$ cat src/rtl/s420_ctrl_loader.sv
`default_nettype none
// s420_ctrl_loader: prescaled count enable P_0 and a serially loaded compare-select
// vector c_out for the s420_1 block; new vectors commit atomically on a P_0 tick.
module s420_ctrl_loader #(
  parameter int              CW      = 17,
  parameter int              PW      = 8,
  parameter logic [CW-1:0]   C_RESET = '0
) (
  input  logic          blif_clk_net,
  input  logic          blif_reset_net,
  input  logic          run,
  input  logic [PW-1:0] div,
  input  logic          sdi,
  input  logic          sdi_valid,
  input  logic          sdi_last,
  output logic          cfg_ready,
  output logic          frame_err,
  output logic          P_0,
  output logic [CW-1:0] c_out
);

  localparam logic [4:0] CW5 = 5'(CW);
  localparam logic [5:0] CW6 = 6'(CW);

  typedef enum logic [1:0] {
    IDLE   = 2'd0,
    SHIFT  = 2'd1,
    DRAIN  = 2'd2,
    COMMIT = 2'd3
  } state_t;

  state_t        state, state_nxt;
  logic [PW-1:0] pcnt;
  logic [CW-1:0] shreg, shreg_nxt, c_nxt, shreg_shift;
  logic [4:0]    bcnt, bcnt_nxt;
  logic [5:0]    bcnt_inc;
  logic          err_nxt, tick, accept;

  assign tick        = run && (pcnt >= div);
  assign cfg_ready   = (state != COMMIT);
  assign accept      = sdi_valid && cfg_ready;
  assign bcnt_inc    = {1'b0, bcnt} + 6'd1;
  assign shreg_shift = {shreg[CW-2:0], sdi};

  // The >= compare lets a shrinking div fire immediately instead of wrapping pcnt.
  always_ff @(posedge blif_clk_net or negedge blif_reset_net) begin
    if (!blif_reset_net) begin
      pcnt <= '0;
      P_0  <= 1'b0;
    end else if (!run) begin
      pcnt <= '0;
      P_0  <= 1'b0;
    end else if (tick) begin
      pcnt <= '0;
      P_0  <= 1'b1;
    end else begin
      pcnt <= pcnt + PW'(1);
      P_0  <= 1'b0;
    end
  end

  always_ff @(posedge blif_clk_net or negedge blif_reset_net) begin
    if (!blif_reset_net) begin
      state     <= IDLE;
      shreg     <= '0;
      bcnt      <= '0;
      frame_err <= 1'b0;
      c_out     <= C_RESET;
    end else begin
      state     <= state_nxt;
      shreg     <= shreg_nxt;
      bcnt      <= bcnt_nxt;
      frame_err <= err_nxt;
      c_out     <= c_nxt;
    end
  end

  always_comb begin
    state_nxt = state;
    shreg_nxt = shreg;
    bcnt_nxt  = bcnt;
    c_nxt     = c_out;
    err_nxt   = 1'b0;
    case (state)
      IDLE: begin
        if (accept) begin
          shreg_nxt = shreg_shift;
          bcnt_nxt  = 5'd1;
          if (sdi_last) err_nxt = 1'b1;
          else          state_nxt = SHIFT;
        end
      end
      SHIFT: begin
        if (accept) begin
          shreg_nxt = shreg_shift;
          bcnt_nxt  = (bcnt_inc >= CW6) ? CW5 : bcnt_inc[4:0];
          if (sdi_last) begin
            // An over-length frame ending right at bit CW+1 is malformed too.
            if (bcnt_inc == CW6) begin
              state_nxt = COMMIT;
            end else begin
              err_nxt   = 1'b1;
              state_nxt = IDLE;
            end
          end else if (bcnt == CW5) begin
            err_nxt   = 1'b1;
            state_nxt = DRAIN;
          end
        end
      end
      DRAIN: begin
        if (accept && sdi_last) state_nxt = IDLE;
      end
      COMMIT: begin
        if (!run || tick) begin
          c_nxt     = shreg;
          bcnt_nxt  = '0;
          state_nxt = IDLE;
        end
      end
      default: state_nxt = IDLE;
    endcase
  end

endmodule
`default_nettype wire

$ cat config.mk
export PLATFORM = sky130hd
export DESIGN_NAME = s420_ctrl_loader
export DESIGN_NICKNAME = d
export VERILOG_FILES = /design/src/rtl/s420_ctrl_loader.sv
export SDC_FILE = /design/constraint.sdc
export NUM_CORES = 1
export LEC_CHECK = 0
export CAP_MARGIN = 20
export CORE_MARGIN = 2
export CORE_UTILIZATION = 50
export DETAILED_ROUTE_END_ITERATION = 8
export PLACE_DENSITY = 0.81
export SETUP_SLACK_MARGIN = 0.15
export SLEW_MARGIN = 20
export SYNTH_ARGS = -nofsm -noshare
export SYNTH_HDL_FRONTEND = slang
export SYNTH_SLANG_ARGS = --single-unit
$ cat constraint.sdc
create_clock -name blif_clk_net -period 6.3 [get_ports blif_clk_net]
set_input_delay 1.26 -clock blif_clk_net [delete_from_list [all_inputs] [get_ports blif_clk_net]]
set_output_delay 1.26 -clock blif_clk_net [all_outputs]
set_load 0.01 [all_outputs]
==> impl_metrics.env <==
export IMPL_status="completed"
export IMPL_drc_errors=0
export IMPL_cp_max_fo=21
export IMPL_syn_cell_area_um2=2540
export IMPL_portBuffers=33
export IMPL_wl_per_cell_um=13.02
export IMPL_cts_htree_levels=2
export IMPL_netlist_area_leader_share=0.5025
export IMPL_ir_drop_uv=153.9
export IMPL_cts_resized=0
export IMPL_grt_pass1_vias=1718
export IMPL_grt_usage=0.1824
export IMPL_hpwl_um=3098
export IMPL_cts_setup_buffers=0
export IMPL_cap_violations=0
export IMPL_p_leak_nw=1.475
export IMPL_drt_iter0_drc=183
export IMPL_final_cells=345
export IMPL_place_congestion=0.8463
export IMPL_ys_warn_count=0
export IMPL_finalHoldViolCount=0
export IMPL_min_period_ns=3.375
export IMPL_synthTopCellsByArea="dfrtp_1, mux2_4, nand2_1"
export IMPL_fin_tns_setup_ns=0
export IMPL_fmax_mhz=296.3
export IMPL_grt_antenna_before_repair=0
export IMPL_rows=25
export IMPL_syn_nets=269
export IMPL_clk_pin_slew_ns=0.10
export IMPL_overflow=0
export IMPL_setup_viol=0
export IMPL_async_flop_share=1.000
export IMPL_drive_above_1_share=0.1187
export IMPL_die_x_um=75.28
export IMPL_clock_path_buffers=2
export IMPL_start_util=0.5273
export IMPL_min_path_type="reg2reg"
export IMPL_dp_cells=337
export IMPL_drt_total_wl_um=4491
export IMPL_synth_cells=243
export IMPL_cts_sinks=51
export IMPL_clock_latency_ns=0.31
export IMPL_tritoncts="built"
export IMPL_p_per_area_nw_per_um2=228.1
export IMPL_cp_required_ns=6.50
export IMPL_viasPerCell=5.209
export IMPL_synth_largest_area_cell="dfrtp_1"
export IMPL_grt_pass1_wl_um=7790
export IMPL_nNetsFinal=303
export IMPL_ctsHoldBuffers=0
export IMPL_end_kind="register"
export IMPL_syn_avg_cell_area_um2=10.45
export IMPL_worst_slew_pin_slew_ns=0.8809
export IMPL_rsz0062_at_grt="false"
export IMPL_grt_max_degree=52
export IMPL_coreArea_um2=4817
export IMPL_dieArea_um2=5666
export IMPL_period_share=0.5358
export IMPL_critical_path_class="in2reg"
export IMPL_area_delta_synth_final_pct=18.28
export IMPL_ant_nets=0
export IMPL_ys_seq_area_frac=0.5025
export IMPL_cts_inserted_buffers=5
export IMPL_dr_pass1_iters=4
export IMPL_root_buffer="clkbuf_8"
export IMPL_vias=1797
export IMPL_ys_ff_latch=51
export IMPL_synth_distinct_cells=44
export IMPL_fillCellCount=416
export IMPL_num_antenna_cells=0
export IMPL_maxSlewViolCount=0
export IMPL_synthMostInstantiatedCell="nand2_1"
export IMPL_die_h_um=75.28
export IMPL_start_kind="input port"
export IMPL_critPathArrivalTime_ns=3.58
export IMPL_synth_edff_count=0
export IMPL_relSlewSlack=0.4128
export IMPL_synthTopCellsByCount="nand2_1, dfrtp_1, mux2_4, inv_1"
export IMPL_io_pins=34
export IMPL_clock_skew_ns=0.01014
export IMPL_synthFlopType="dfrtp_1"
cells by family after synthesis:
logic type | after synthesis | synth area share
AOI/OAI and AO/OA | 25 | 0.07143
xor gates and xnor gates | 6 | 0.02069
adders and majority gates | 12 | 0.05911
buffers and inverters | 21 | 0.04039
DFF | 51 | 0.5025
muxes | 19 | 0.1074
and+or+nand+nor | 109 | 0.1985
registers in the layout, summed over array words and instances (netlist names):
register	flops
bcnt	5
state	2
shreg	17
c_out	17
pcnt	8
frame_err	1
P_0	1
placed cells by master (no fill, tap or decap), types with 3 or more instances in the layout:
master	n
a21oi_1	4
and3_1	3
clkbuf_8	5
clkdlybuf4s50_1	32
dfrtp_1	51
ha_1	12
inv_1	13
mux2_4	16
nand2_1	63
nand2b_1	4
nand3_1	12
nor2_1	10
nor2b_1	4
o21ai_0	5
xor2_1	5
metrics by stage:
| step | utilization | power [mW] | hold WS [ns] | instance area (um2) | setup slack [ns] |
|---|---|---|---|---|---|
| after detailed placement | 0.6042 | 0.5018 | 0.4793 | 2910 | 2.586 |
| after global placement | 0.6042 | 0.4966 | 0.4610 | 2910 | 2.626 |
| final | 0.6236 | 0.6853 | 0.4982 | 3004 | 2.925 |
| after floorplan | - | 0.4619 | 0.4460 | 2540 | 3.377 |
| after CTS | 0.6236 | 0.6905 | 0.5001 | 3004 | 2.923 |
| after global routing | 0.6236 | 0.7287 | 0.5149 | 3004 | 2.793 |
area by class of cell:
| type | count | area [um2] | share of cell area |
|---|---|---|---|
| Clock inverter | 3 | 25.02 | 0.008330 |
| Tap cell | 67 | 83.83 | 0.02791 |
| Timing Repair Buffer | 35 | 340.3 | 0.1133 |
| Clock buffer | 5 | 68.82 | 0.02291 |
| Inverter | 13 | 48.80 | 0.01624 |
| Sequential cell | 51 | 1276 | 0.4248 |
| Multi-Input combinational cell | 171 | 1161 | 0.3865 |
power by group:
part / switching, mW / leakage (nW) / internal [mW]
sequential: 0.0355 / 0.688 / 0.357
combinational: 0.0550 / 0.742 / 0.0492
clock: 0.109 / 0.0443 / 0.0795
total: 0.200 / 1.47 / 0.486
critical path, stage by stage:
cell	delay [ns]
clkdlybuf4s50_1	0.45
inv_1	0.04
ha_1	0.30
a21oi_1	0.09
o211ai_1	0.30
a31oi_4	0.08
nor2_4	0.64
mux2_2	0.41
final timing paths:
| path | start | to | slack [ns] | depth (start not counted) |
|---|---|---|---|---|
| worst max-delay path | div[6] | c_out[6] | 2.92 | 8 |
| worst min-delay path | shreg[16] | shreg[16] | 0.50 | 2 |
| worst max register to register | pcnt[6] | c_out[6] | 3.94 | 6 |
| worst min register to register | shreg[16] | shreg[16] | 0.50 | 2 |
| max in group asynchronous | blif_reset_net | shreg[4] | 4.85 | 2 |
| min in group asynchronous | blif_reset_net | c_out[14] | 1.04 | 2 |
routing by layer:
layer  global-route usage  share of wire
met1               0.2511           0.47
met2               0.2788           0.48
met3              0.05355          0.037
met4              0.06238          0.014
met5                    0              0
No activity file was read; power rests on OpenSTA's default activity.
